`src/rtl/vga_box_pkg.sv`:
```
// Shared constants, colours and FSM state type for the bouncing-box renderer.
package vga_box_pkg;

    localparam int unsigned DEF_H_ACTIVE  = 640;
    localparam int unsigned DEF_V_ACTIVE  = 480;
    localparam int unsigned DEF_NUM_BOXES = 3;
    localparam int unsigned DEF_BOX_SIZE  = 64;
    localparam int unsigned DEF_SPEED_W   = 3;
    localparam int unsigned DEF_BORDER_W  = 2;

    localparam int unsigned COORD_W    = 10;
    localparam int unsigned RGB_W      = 6;
    localparam int unsigned CNT_W      = 8;
    localparam int unsigned BOX_X_PAD  = 8;
    localparam int unsigned BOX_Y_STEP = 16;

    localparam logic [RGB_W-1:0] RGB_BLACK  = 6'b000000;
    localparam logic [RGB_W-1:0] RGB_BORDER = 6'b000011;

    typedef enum logic {
        IDLE   = 1'b0,
        UPDATE = 1'b1
    } state_t;

    // Colour of box by index mod 4, ordered {R,G,B}
    function automatic logic [RGB_W-1:0] box_colour(input logic [1:0] idx);
        case (idx)
            2'd0:    return 6'b111111;
            2'd1:    return 6'b110000;
            2'd2:    return 6'b001100;
            default: return 6'b111100;
        endcase
    endfunction

endpackage

```
`src/rtl/vga_box_mover.sv`:
```
// One-axis move/bounce step for a box; used for both x and y.
module vga_box_mover
    import vga_box_pkg::*;
#(
    parameter int unsigned ACTIVE   = DEF_H_ACTIVE,
    parameter int unsigned BOX_SIZE = DEF_BOX_SIZE,
    parameter int unsigned SPEED_W  = DEF_SPEED_W
) (
    input  logic [COORD_W-1:0] pos,
    input  logic               dir,
    input  logic [SPEED_W-1:0] speed,
    output logic [COORD_W-1:0] pos_next_c,
    output logic               dir_next_c,
    output logic               bounce_c
);

    localparam int unsigned MAX_POS = ACTIVE - 1 - BOX_SIZE;

    logic [10:0] far_c;

    // 11-bit sums so the far-edge test cannot wrap near the screen edge
    always_comb begin
        pos_next_c = pos;
        dir_next_c = dir;
        bounce_c   = 1'b0;
        far_c      = 11'(pos) + 11'(BOX_SIZE) + 11'(speed);
        if (speed != '0) begin
            if (!dir) begin
                if (far_c >= 11'(ACTIVE - 1)) begin
                    pos_next_c = COORD_W'(MAX_POS);
                    dir_next_c = 1'b1;
                    bounce_c   = 1'b1;
                end else begin
                    pos_next_c = pos + COORD_W'(speed);
                end
            end else begin
                if (11'(pos) < 11'(speed)) begin
                    pos_next_c = '0;
                    dir_next_c = 1'b0;
                    bounce_c   = 1'b1;
                end else begin
                    pos_next_c = pos - COORD_W'(speed);
                end
            end
        end
    end

endmodule

```
`src/rtl/vga_multi_box.sv`:
```
// Several bouncing boxes: per-frame position update FSM plus registered pixel colour.
module vga_multi_box
    import vga_box_pkg::*;
#(
    parameter int unsigned H_ACTIVE  = DEF_H_ACTIVE,
    parameter int unsigned V_ACTIVE  = DEF_V_ACTIVE,
    parameter int unsigned NUM_BOXES = DEF_NUM_BOXES,
    parameter int unsigned BOX_SIZE  = DEF_BOX_SIZE,
    parameter int unsigned SPEED_W   = DEF_SPEED_W,
    parameter int unsigned BORDER_W  = DEF_BORDER_W
) (
    input  logic               clk,
    input  logic               rst_n,
    input  logic               frame_start,
    input  logic               video_active,
    input  logic [9:0]         pix_x,
    input  logic [9:0]         pix_y,
    input  logic               pause,
    input  logic [SPEED_W-1:0] speed,
    output logic [5:0]         rgb,
    output logic [7:0]         bounce_count,
    output logic               busy
);

    localparam int unsigned IDX_W = 2;

    state_t             state;
    logic [IDX_W-1:0]   index;
    logic [COORD_W-1:0] box_x [NUM_BOXES];
    logic [COORD_W-1:0] box_y [NUM_BOXES];
    logic               box_dx [NUM_BOXES];
    logic               box_dy [NUM_BOXES];

    logic [COORD_W-1:0] sel_x_c, sel_y_c, nx_c, ny_c;
    logic               sel_dx_c, sel_dy_c, ndx_c, ndy_c, bx_c, by_c;
    logic [RGB_W-1:0]   colour_c;

    // Route the box being updated this cycle into the shared movers
    always_comb begin
        sel_x_c  = '0;
        sel_y_c  = '0;
        sel_dx_c = 1'b0;
        sel_dy_c = 1'b0;
        for (int unsigned i = 0; i < NUM_BOXES; i++) begin
            if (index == IDX_W'(i)) begin
                sel_x_c  = box_x[i];
                sel_y_c  = box_y[i];
                sel_dx_c = box_dx[i];
                sel_dy_c = box_dy[i];
            end
        end
    end

    vga_box_mover #(.ACTIVE(H_ACTIVE), .BOX_SIZE(BOX_SIZE), .SPEED_W(SPEED_W)) u_mover_x (
        .pos(sel_x_c), .dir(sel_dx_c), .speed(speed),
        .pos_next_c(nx_c), .dir_next_c(ndx_c), .bounce_c(bx_c)
    );

    vga_box_mover #(.ACTIVE(V_ACTIVE), .BOX_SIZE(BOX_SIZE), .SPEED_W(SPEED_W)) u_mover_y (
        .pos(sel_y_c), .dir(sel_dy_c), .speed(speed),
        .pos_next_c(ny_c), .dir_next_c(ndy_c), .bounce_c(by_c)
    );

    // Update FSM: one box per cycle during vertical blanking
    always_ff @(posedge clk or negedge rst_n) begin
        if (!rst_n) begin
            state        <= IDLE;
            index        <= '0;
            busy         <= 1'b0;
            bounce_count <= '0;
            for (int unsigned i = 0; i < NUM_BOXES; i++) begin
                box_x[i]  <= COORD_W'(i * (BOX_SIZE + BOX_X_PAD));
                box_y[i]  <= COORD_W'(i * BOX_Y_STEP);
                box_dx[i] <= 1'(i);
                box_dy[i] <= 1'(i >> 1);
            end
        end else begin
            case (state)
                IDLE: begin
                    if (frame_start && !pause) begin
                        state <= UPDATE;
                        busy  <= 1'b1;
                        index <= '0;
                    end
                end
                UPDATE: begin
                    for (int unsigned i = 0; i < NUM_BOXES; i++) begin
                        if (index == IDX_W'(i)) begin
                            box_x[i]  <= nx_c;
                            box_y[i]  <= ny_c;
                            box_dx[i] <= ndx_c;
                            box_dy[i] <= ndy_c;
                        end
                    end
                    if ((bx_c || by_c) && (bounce_count != 8'hFF)) begin
                        bounce_count <= bounce_count + 8'd1;
                    end
                    if (index == IDX_W'(NUM_BOXES - 1)) begin
                        state <= IDLE;
                        busy  <= 1'b0;
                        index <= '0;
                    end else begin
                        index <= index + IDX_W'(1);
                    end
                end
                default: state <= IDLE;
            endcase
        end
    end

    // Pixel colour: lowest-index box wins, then border, else black
    always_comb begin
        colour_c = RGB_BLACK;
        if ((pix_x < COORD_W'(BORDER_W)) || (11'(pix_x) >= 11'(H_ACTIVE - BORDER_W)) ||
            (pix_y < COORD_W'(BORDER_W)) || (11'(pix_y) >= 11'(V_ACTIVE - BORDER_W))) begin
            colour_c = RGB_BORDER;
        end
        for (int k = int'(NUM_BOXES) - 1; k >= 0; k--) begin
            if ((pix_x >= box_x[k]) && (11'(pix_x) < 11'(box_x[k]) + 11'(BOX_SIZE)) &&
                (pix_y >= box_y[k]) && (11'(pix_y) < 11'(box_y[k]) + 11'(BOX_SIZE))) begin
                colour_c = box_colour(2'(k));
            end
        end
    end

    always_ff @(posedge clk or negedge rst_n) begin
        if (!rst_n) begin
            rgb <= RGB_BLACK;
        end else begin
            rgb <= video_active ? colour_c : RGB_BLACK;
        end
    end

endmodule

```
`config.mk`:
```
export PLATFORM = sky130hd
export DESIGN_NAME = vga_multi_box
export DESIGN_NICKNAME = d
export VERILOG_FILES = /design/src/rtl/vga_box_pkg.sv /design/src/rtl/vga_box_mover.sv /design/src/rtl/vga_multi_box.sv
export SDC_FILE = /design/constraint.sdc
export NUM_CORES = 1
export LEC_CHECK = 0
export CORE_ASPECT_RATIO = 1.5
export CORE_MARGIN = 1
export CORE_UTILIZATION = 50
export DETAILED_ROUTE_END_ITERATION = 6
export PLACE_DENSITY = 0.79
export SLEW_MARGIN = 20
export SYNTH_ARGS = -nofsm -noshare
export SYNTH_HDL_FRONTEND = slang
export SYNTH_HIERARCHICAL = 1
export SYNTH_SLANG_ARGS = --single-unit
```
`constraint.sdc`:
```
create_clock -name clk -period 4.6 [get_ports clk]
set_input_delay 1.15 -clock clk [delete_from_list [all_inputs] [get_ports clk]]
set_output_delay 1.15 -clock clk [all_outputs]
set_load 0.05 [all_outputs]
```
==> run summary <==
drt drc - 0
DR vias/cell - 6.24
Post-CTS Setup Bufs - 0
Synth async-reset ratio - 1.00
CP Class - input pin to register
largest area contributor in the netlist - dfrtp_1
status - finished, final reports clean
Syn Nets - 1080
path depth of the worst reg2reg path - 17
Post-synth EDFFs - 0
Die H - 157 microns
via total after detailed routing - 7500
synth unique cells - 89
fin util - 0.580
WP data arrival - 4420 ps
synth top area cells - dfrtp_1, ha_1, nand2_1
Syn. warnings - 6
Peak Freq - 0.238 GHz
clock slew at reported path FFs - 70 ps
P per Cell Area - 808 nW/um^2
drt initial violations - 439
Die ar. - 16500 sq um
Hold Crit Depth - 2
Clock Root Buffer - clkbuf_16
Rel. slew slack - 0.415
vias in the first global route - 7553
fin nets - 1129
row count - 56
Worst setup EP type - register
Pwr Total - 7320 uW
antenna violations before repair - 0
post-DR wirelength/cell - 19.0 microns
maximum clock insertion buffer count - 2
CTS resizes - 0
Worst Skew - 5.96 ps
CTS tree - yes
post-route minimum period - 4200 ps
cts hold-fix bufs - 0
Skew-Pair Late Insertion Delay - 340 ps
CTS H-tree lvls - 3
Max FO, Critical Path - 4
Seq/Total Area, Yosys - 0.255
port bufs - 42
Final period util - 0.913
DPL Wire Length - 17500 microns
Syn Inst Count - 945
share of Yosys cell area claimed by the top area cell type - 0.229
clock sink total - 81
ys flop type - dfrtp_1
count leader, synth - nand2_1
Total Routing Usage GR - 0.283
Post-synth top cells - nand2_1, ha_1, inv_1
max-capacitance violation count - 0
largest net degree at the start of global routing - 82
Worst Path Required - 4830 ps
RSZ-0062 raised after global routing - no
routability cong. - 0.975
layout cell share with drive strength beyond 1 - 0.112
worst min-delay path category - register to register
P_leak - 0.00396 uW
number of CTS-inserted buffers - 9
Initial Utilization - 0.511
Slew Limit Fails - 0
GR Overflow Total - 0
average size of a mapped cell - 8.44 sq um
first-pass GRT wire length - 36600 microns
Area Growth Syn to Fin - 13.6%
post-route ant nets - 0
Post-Syn Area - 7980 sq um
I/O pin count - 43
core area - 15600 sq um
n_diodes - 0
Die X - 105 microns
DRT Pass-1 Iters - 5
setup TNS - 0 ps
final setup fails - 0
Worst Max-Slew Pin Slew - 855 ps
startpoint types - input pin
VDD IR max - 651 uV
final hold violations - 0
synthesis-stage register bit count - 81
Total Routed Length - 22800 microns
[cells by family after synthesis]
kind of cell	count (synthesis)	share of synthesized area
adder cells (fa/ha/maj)	107	0.172
XOR/XNOR	25	0.0284
AND/OR/NAND/NOR	277	0.181
multiplexers	52	0.0696
buffers and inverters	136	0.0698
flip-flops	81	0.255
AO/OA/AOI/OAI	267	0.224
[critical path, stage by stage]
cell             delay [ps]
clkdlybuf4s50_1         540
ha_1                    200
inv_1                    60
fa_1                    450
o21bai_1                280
buf_4                   180
a2111oi_0                90
mux2i_1                 250
nand2b_1                120
o311ai_1                120
and3_1                  200
o21ai_1                  80
a31oi_1                 190
and4_1                  270
nand3_1                 110
xnor2_1                 130
[through the flow]
step           instances  hold WS, ps  instance area, sq um  setup WS, ps
5_1_grt             1202          494                  9060           151
3_3_place_gp        1186          448                  8750           155
4_1_cts             1202          466                  9050           427
2_1_floorplan        945          439                  7980           219
3_5_place_dp        1186          458                  8750          72.6
6_report            1202          469                  9060           402
[state kept, by name, indices dropped and copies added, names as in the netlist]
register / flops
index: 2
busy: 1
bounce_count: 8
box_y: 30
box_dy: 3
state: 1
rgb: 3
box_dx: 3
box_x: 30
[layout by cell type, fill, tap and decap left out, types with 9 or more instances in the layout]
| cell type | count |
|---|---|
| a21o_1 | 11 |
| a21oi_1 | 46 |
| a31oi_1 | 12 |
| buf_4 | 41 |
| clkbuf_16 | 9 |
| clkdlybuf4s50_1 | 41 |
| dfrtp_1 | 73 |
| ha_1 | 103 |
| inv_1 | 89 |
| mux2_1 | 17 |
| mux2_2 | 11 |
| mux2i_1 | 24 |
| nand2_1 | 105 |
| nand2b_1 | 9 |
| nand3_1 | 27 |
| nand4_1 | 9 |
| nor2_1 | 33 |
| nor2b_1 | 15 |
| nor3_1 | 20 |
| nor4_1 | 9 |
| o211ai_1 | 9 |
| o21ai_0 | 54 |
| o21ai_1 | 53 |
| xnor2_1 | 20 |
[layer usage]
metal | global-route usage | share of wire
met5 | 0 | 0
met4 | 0.183 | 0.065
met3 | 0.0354 | 0.039
met2 | 0.525 | 0.52
met1 | 0.299 | 0.37
[power by group]
group / total, uW / internal (uW) / switching (uW) / leakage, uW
clock network: 749 / 440 / 309 / 0.000146
logic: 5220 / 2070 / 3160 / 0.00282
registers: 1350 / 1060 / 293 / 0.000998
total: 7320 / 3560 / 3760 / 0.00396
[worst paths after layout]
check                           slack [ps]  startpoint               to
worst max-delay path                   400    speed[0]  bounce_count[7]
worst min-delay path                   470   box_dy[0]        box_dy[0]
worst max register to register         600    index[0]  bounce_count[7]
worst min register to register         470   box_dy[0]        box_dy[0]
max in group asynchronous             3220       rst_n        box_x[27]
min in group asynchronous              840       rst_n         box_y[6]
[cell type report]
class	count	area [sq um]
multi-input combinational	728	5390
fill	1414	6560
timing repair buffer	83	729
clock inverter	5	63.8
clock buffer	11	243
sequential	81	2040
tap	203	254
inverter	91	342
No activity file was read; power rests on OpenSTA's default activity.
